### src/rtl/spi_pkg.sv
// Shared definitions for the SPI master: command codes, FSM states and frame sizing.
package spi_pkg;

  localparam logic [1:0] CMD_WR_ADDR = 2'b00;
  localparam logic [1:0] CMD_WR_DATA = 2'b01;
  localparam logic [1:0] CMD_RD_ADDR = 2'b10;
  localparam logic [1:0] CMD_RD_DATA = 2'b11;

  // Default payload width and the serial frame built from it (command + payload).
  localparam int ADDR_SIZE_DEF = 8;
  localparam int FRAME_W       = ADDR_SIZE_DEF + 2;

  typedef enum logic [2:0] {
    IDLE,
    START,
    SEL,
    SHIFT,
    WAIT,
    CAPTURE,
    END
  } state_t;

  // Frame width for an arbitrary payload width.
  function automatic int frame_width(input int addr_size);
    return addr_size + 2;
  endfunction

endpackage

### src/rtl/spi_shift_reg.sv
// Load / shift-left register with serial in and out, plus a down-counter whose
// done flag tells the controller how many shifts remain.
module spi_shift_reg
  import spi_pkg::*;
#(
  parameter int W  = FRAME_W,
  parameter int CW = 4
) (
  input  logic          clk,
  input  logic          rst_n,
  input  logic          load,
  input  logic          shift,
  input  logic          sin,
  input  logic [W-1:0]  load_data,
  input  logic [CW-1:0] load_cnt,
  output logic [W-1:0]  q,
  output logic          sout,
  output logic          done
);

  logic [CW-1:0] cnt;

  // Parallel load wins over shift; the counter stops at zero instead of wrapping.
  always_ff @(posedge clk or negedge rst_n) begin
    // NOTE: state is updated with non-blocking assignments so every register
    // samples pre-edge values, matching the hardware it describes.
    if (!rst_n) begin
      q   <= '0;
      cnt <= '0;
    end else if (load) begin
      q   <= load_data;
      cnt <= load_cnt;
    end else if (shift) begin
      q <= {q[W-2:0], sin};
      if (cnt != '0) cnt <= cnt - CW'(1);
    end
  end

  assign sout = q[W-1];
  assign done = (cnt == '0);

endmodule

### src/rtl/spi_master_ctrl.sv
// SPI master: turns a {cmd, payload} request into the slave's serial frame and,
// for read-data commands, captures the returned byte from miso.
// RD_GAP and END_GAP are expected to be at least 1.
module spi_master_ctrl
  import spi_pkg::*;
#(
  parameter int ADDR_SIZE = ADDR_SIZE_DEF,
  parameter int RD_GAP    = 2,
  parameter int END_GAP   = 1
) (
  input  logic                 clk,
  input  logic                 rst_n,
  input  logic                 req_valid,
  output logic                 req_ready,
  input  logic [1:0]           req_cmd,
  input  logic [ADDR_SIZE-1:0] req_data,
  output logic                 busy,
  output logic [ADDR_SIZE-1:0] rd_data,
  output logic                 rd_valid,
  output logic                 ss_n,
  output logic                 mosi,
  input  logic                 miso
);

  localparam int FW = frame_width(ADDR_SIZE);
  localparam int CW = $clog2(ADDR_SIZE + 3);

  state_t                 state;
  logic [1:0]             cmd;
  logic [CW-1:0]          gap_cnt;
  logic                   accept;

  logic                   tx_load, tx_shift, tx_sout, tx_done;
  logic [FW-1:0]          tx_q;
  logic                   rx_load, rx_shift, rx_sout, rx_done;
  logic [ADDR_SIZE-1:0]   rx_q;
  logic                   unused_bits;

  assign accept   = req_valid && req_ready;

  // The tx register is loaded at acceptance and shifts once per transmitted bit,
  // starting on the SEL->SHIFT edge so mosi always shows the pre-shift MSB.
  assign tx_load  = accept;
  assign tx_shift = (state == SEL) || ((state == SHIFT) && !tx_done);

  // The rx register is primed on the last WAIT edge and shifts miso in during CAPTURE.
  assign rx_load  = (state == WAIT) && (gap_cnt == '0);
  assign rx_shift = (state == CAPTURE);

  // Parallel tx bits and the rx serial output are not needed by this controller.
  assign unused_bits = ^{tx_q, rx_sout};

  // tx counter starts at FW: done rises once every frame bit has been shifted out.
  spi_shift_reg #(.W(FW), .CW(CW)) u_tx (
    .clk       (clk),
    .rst_n     (rst_n),
    .load      (tx_load),
    .shift     (tx_shift),
    .sin       (1'b0),
    .load_data ({req_cmd, req_data}),
    .load_cnt  (CW'(FW)),
    .q         (tx_q),
    .sout      (tx_sout),
    .done      (tx_done)
  );

  // rx counter starts one short: done marks the edge that samples the final bit,
  // which is merged straight into rd_data on that same edge.
  spi_shift_reg #(.W(ADDR_SIZE), .CW(CW)) u_rx (
    .clk       (clk),
    .rst_n     (rst_n),
    .load      (rx_load),
    .shift     (rx_shift),
    .sin       (miso),
    .load_data ('0),
    .load_cnt  (CW'(ADDR_SIZE - 1)),
    .q         (rx_q),
    .sout      (rx_sout),
    .done      (rx_done)
  );

  // Frame sequencer with registered pin and handshake outputs.
  always_ff @(posedge clk or negedge rst_n) begin
    if (!rst_n) begin
      state     <= IDLE;
      cmd       <= '0;
      gap_cnt   <= '0;
      ss_n      <= 1'b1;
      mosi      <= 1'b0;
      req_ready <= 1'b1;
      busy      <= 1'b0;
      rd_valid  <= 1'b0;
      rd_data   <= '0;
    end else begin
      // NOTE: rd_valid defaults low every cycle so the single set below is a one-cycle pulse.
      rd_valid <= 1'b0;
      case (state)
        IDLE: begin
          if (accept) begin
            state     <= START;
            cmd       <= req_cmd;
            ss_n      <= 1'b0;
            mosi      <= 1'b0;
            req_ready <= 1'b0;
            busy      <= 1'b1;
          end
        end
        START: begin
          state <= SEL;
          mosi  <= cmd[1];
        end
        SEL: begin
          state <= SHIFT;
          mosi  <= tx_sout;
        end
        SHIFT: begin
          if (tx_done) begin
            mosi <= 1'b0;
            if (cmd == CMD_RD_DATA) begin
              state   <= WAIT;
              gap_cnt <= CW'(RD_GAP - 1);
            end else begin
              state   <= END;
              ss_n    <= 1'b1;
              gap_cnt <= CW'(END_GAP - 1);
            end
          end else begin
            mosi <= tx_sout;
          end
        end
        WAIT: begin
          if (gap_cnt == '0) state <= CAPTURE;
          else               gap_cnt <= gap_cnt - CW'(1);
        end
        CAPTURE: begin
          if (rx_done) begin
            rd_data  <= {rx_q[ADDR_SIZE-2:0], miso};
            rd_valid <= 1'b1;
            state    <= END;
            ss_n     <= 1'b1;
            gap_cnt  <= CW'(END_GAP - 1);
          end
        end
        END: begin
          if (gap_cnt == '0) begin
            state     <= IDLE;
            req_ready <= 1'b1;
            busy      <= 1'b0;
          end else begin
            gap_cnt <= gap_cnt - CW'(1);
          end
        end
        default: state <= IDLE;
      endcase
    end
  end

endmodule

### config.mk
export PLATFORM = sky130hd
export DESIGN_NAME = spi_master_ctrl
export DESIGN_NICKNAME = d
export VERILOG_FILES = /design/src/rtl/spi_pkg.sv /design/src/rtl/spi_shift_reg.sv /design/src/rtl/spi_master_ctrl.sv
export SDC_FILE = /design/constraint.sdc
export NUM_CORES = 1
export LEC_CHECK = 0
export ABC_CLOCK_PERIOD_IN_PS = 2550
export CAP_MARGIN = 20
export CELL_PAD_IN_SITES_DETAIL_PLACEMENT = 0
export CELL_PAD_IN_SITES_GLOBAL_PLACEMENT = 1
export CORE_UTILIZATION = 35
export DETAILED_ROUTE_END_ITERATION = 10
export HOLD_SLACK_MARGIN = 0.1
export PLACE_DENSITY_LB_ADDON = 0.1
export SLEW_MARGIN = 20
export SYNTH_ARGS = -nofsm -noshare
export SYNTH_HDL_FRONTEND = slang
export SYNTH_HIERARCHICAL = 1
export SYNTH_SLANG_ARGS = --single-unit
### constraint.sdc
create_clock -name clk -period 2.55 [get_ports clk]
set_input_delay 0.6375 -clock clk [delete_from_list [all_inputs] [get_ports clk]]
set_output_delay 0.6375 -clock clk [all_outputs]
set_load 0.05 [all_outputs]
* Yosys cells after proc, flatten, opt, wreduce, memory -nomap -nowiden *
Index checks and enable logic that the tools add are counted.

operators by class
  add/subtract/negate cells = 3
  eq/ne operators = 14
  mux-type cells = 36
  reductions and logical operators = 29

operators with widths
  kind                                                                 count
  4-bit 2-to-1 mux                                                     9
  3-bit case mux with 7 select lines                                   1
  10-bit 2-to-1 mux                                                    2
  3-bit 2-to-1 mux                                                     5
  7-bit 2-to-1 mux                                                     2
  4-bit logical NOT                                                    3
  4-bit case mux with 3 select lines                                   1
  4-bit nonzero test                                                   3
  4-bit by 1-bit subtractor with 4-bit output (second input constant)  3
  1-bit 2-to-1 mux                                                     11
  2-bit != test (second input constant)                                5
  2-bit AND reduction                                                  5
  5-bit AND reduction                                                  2
  2-bit nonzero test                                                   5
  3-bit == test (second input constant)                                3
  3-bit by 2-bit == test with 1-bit output (second input constant)     2
  3-bit nonzero test                                                   2
  2-bit by 1-bit != test with 1-bit output (second input constant)     2
  1-bit case mux with 2 select lines                                   2
  1-bit case mux with 4 select lines                                   1
  4-bit AND reduction                                                  1
  3-bit by 1-bit == test with 1-bit output (second input constant)     1
  1-bit logical AND                                                    3
  3-bit logical NOT                                                    1
  other kinds (7)                                                      7

storage, ports and cells
  register bits after elaboration = 47
  input port bits = 14
  output and inout bits = 13
  logic and storage cells = 95

* Longest topological paths before layout *
  depth in word-level cells = 6
  mapped depth = 10
  mapped depth without buffers = 9

* Modules after synthesis *
The synthesis kept the hierarchy.

by module, submodules not included
  module                 times used  cells each  area each (um^2)
  spi_master_ctrl        1           128         1183.6
  spi_shift_reg at u_tx  1           74          715.7
  spi_shift_reg at u_rx  1           64          620.6

* Worst setup path after synthesis *
Ideal clock, no wire load.

  path kind = register to register
  from = register u_tx.cnt[0]
  to = register u_tx.cnt[3]
  data arrival time = 1.935 ns
  slack = 0.489 ns
  stages on the path, launching flop included = 10
  period minus slack after synthesis = 2.061 ns
  cell sequence = dfrtp_1 inv_1 ha_1 or3b_4 clkinv_1 nand2_1 and3_1 buf_2 nor4b_2 a221o_1

on the way
  cells in the longest elaborated chain, start to end = 6
  elaborated cells between the ends (all ways) = 12

RTL lines
  element                               RTL line               source
  start: declaration                    spi_shift_reg.sv:21    logic [CW-1:0] cnt;
  start signal: assignment              spi_shift_reg.sv:32    cnt <= load_cnt;
  start signal: assignment              spi_shift_reg.sv:35    if (cnt != '0) cnt <= cnt - CW'(1);
  4-bit logical NOT                     spi_shift_reg.sv:40    assign done = (cnt == '0);
  named net tx_done                     spi_master_ctrl.sv:33  logic tx_load, tx_shift, tx_sout, tx_done;
  1-bit logical NOT                     spi_master_ctrl.sv:44  assign tx_shift = (state == SEL) || ((state == SHIFT) && !tx_done);
  1-bit logical AND                     spi_master_ctrl.sv:44
  1-bit logical OR                      spi_master_ctrl.sv:44
  named net tx_shift                    spi_master_ctrl.sv:33
  2-bit nonzero test (no source line)   n/a
  2-bit AND reduction (no source line)  n/a

The timed path passes the listed nets, and every way through them passes these cells. The select of a mux whose other input is x is not followed.
A chain may end at the register's enable or synchronous reset.

* Final worst setup path *
  from = register req_ready
  to = output port req_ready

RTL lines
  element                   RTL line                source
  start: declaration        spi_master_ctrl.sv:14   output logic req_ready,
  start signal: assignment  spi_master_ctrl.sv:90   req_ready <= 1'b1;
  start signal: assignment  spi_master_ctrl.sv:104  req_ready <= 1'b0;
  start signal: assignment  spi_master_ctrl.sv:147  req_ready <= 1'b1;

No word-level cell between the ends.

==> results.tsv <==
metric	value	unit
clkSinkCount	47	
p_clk_share	42.5	%
multiInputGateArea	0.001214	mm^2
wl_per_cell	13.00	um
num_rows	30	
nets	323	
vias_per_cell	4.756	
avgSynthCellArea	9.466	um^2
rsz0062_at_grt	false	
vias	1912	
syn_area	0.002461	mm^2
stdcell_area	0.003035	mm^2
areaGrowthSynthToFinish	23.33	%
arrival	1720	ps
crit_buf_inv	1	
synthCells	260	
die_w	85.86	um
crit_path_start_kind	flip-flop	
rr_startpoint	u_tx/cnt[0]	
cts-resized-gates	0	
firstDrtPassIters	4	
crit_fanout	7	
die_y	85.86	um
grt_pass1_wl	9315	um
r2r-end	u_tx/cnt[0]	
synth_warnings	6	
slew_headroom	63.46	%
worst_slew_pin_slew	548.1	ps
io_pins	27	
ir_worst_vdd	195.5	uV
finalWeightedCongestion	0.7573	
max-cap-violations	0	
hp-class	in -> async	
diodes	0	
crit_path_end_kind	output pin	
setup_tns	0	ps
slowest_stage	clkdlybuf4s50_1	
coreArea	0.006794	mm^2
cp-startpoint	req_ready	
cts.path.max_buffers	2	
max_stage_delay	810	ps
outcome	finished clean	
cellInternalPower	1.083	mW
pwr_density_cell	452.0	mW/mm^2
ctsHtreeMaxLevel	2	
max_freq	424.9	MHz
grt_antenna_before_repair	0	
io_buffers	26	
drc	0	
crit_required	1910	ps
grt-ovfl-total	0	
combPwrFrac	3.1	%
clock-root-buffer	clkbuf_8	
path_cells	clkdlybuf4s50_1	
place_hpwl	3606	um
p_sw	0.2889	mW
fillCellCount	661	
reg2reg_slack	380	ps
finalHoldViolCount	0	
path_class	reg -> out	
clk_pin_slew	90	ps
setup_viol	0	
cts_hold_buf	0	
period_share	92.29	%
reg2reg_depth	9	
critical-path-top-delay-family	buffers and inverters	
first_iter_violations	73	
die_area	0.007371	mm^2
start_util	36.22	%
grt_usage	16.07	%
drive_above_1_share	11.76	%
slew_violations	0	
numCtsBuffers	5	
insertion_delay	310	ps
post_dp_cell_area	0.002918	mm^2
ant_nets	0	
regArea	0.001179	mm^2
p_sw_share	21.05	%
cts_tree	done	
first_global_vias	1968	
p_leak	1.286	nW
post_cts_buffers	0	
seqPwrFrac	54.4	%
fin_crit	2353	ps
clock_skew	9.054	ps
grt_start_max_net_pins	37	
finalWirelength	5224	um
cells in the final DEF (no fill, tap or decap), types with 4 or more instances in the layout:
cell type	instances
nand2_1	53
dfrtp_1	45
clkdlybuf4s50_1	25
mux2i_1	18
conb_1	16
o21ai_0	15
inv_1	14
o21ai_1	13
buf_4	12
a21oi_1	10
nor2_1	8
clkbuf_8	6
nor3b_1	5
a21o_1	4
nor3_1	4
ha_1	4
power groups by stage:
stage	clock network [mW]	registers (mW)	logic [mW]
2_1_floorplan	0	0.761	0.00499
3_3_place_gp	0	0.761	0.0449
3_5_place_dp	0	0.761	0.0449
4_1_cts	0.605	0.746	0.0448
5_1_grt	0.631	0.746	0.0506
6_report	0.583	0.746	0.0431
how the worst max path moves through the flow:
stage,slack [ps],cells past startpoint,to
2_1_floorplan,490,9,u_tx/cnt[3]
3_3_place_gp,440,9,u_tx/cnt[0]
6_report,200,1,req_ready
3_5_place_dp,380,9,u_tx/cnt[0]
4_1_cts,190,1,req_ready
5_1_grt,150,1,req_ready
through the flow:
stage	hold slack (ps)	power (mW)	util (%)	setup slack (ps)	cells
finish	351.4	1.372	44.68	196.6	402
global route	406.1	1.428	44.68	147.9	402
CTS	378.3	1.396	44.68	190.1	402
detailed placement	462.2	0.8057	42.95	383.8	394
global placement	462.2	0.8057	42.95	438.0	394
floorplan	341.9	0.7659	-	489.0	274
flip-flops by register name, indices dropped and copies added, names as in the netlist:
register and cells:
u_tx/q 10, rd_data 8, u_rx/q 7, gap_cnt 4, u_rx/cnt 4, u_tx/cnt 4
state 3, cmd 2, busy 1, mosi 1, rd_valid 1, req_ready 1
ss_n 1
cell type report:
class / count / area share [%]
sequential: 47 / 38.83
tap: 96 / 3.957
multi-input combinational: 197 / 39.98
inverter: 16 / 1.979
clock buffer: 6 / 2.721
clock inverter: 2 / 1.154
timing repair buffer: 38 / 11.38
metal layers:
layer  wire, um  global-route usage [%]  vias to the layer above
met4         72                   5.606                        0
met5          0                       0                        -
met2       2357                   25.75                       23
met1       2619                   21.39                      909
li1           -                       -                      974
met3        175                   3.754                        6
(Power assumes the default switching activity.)
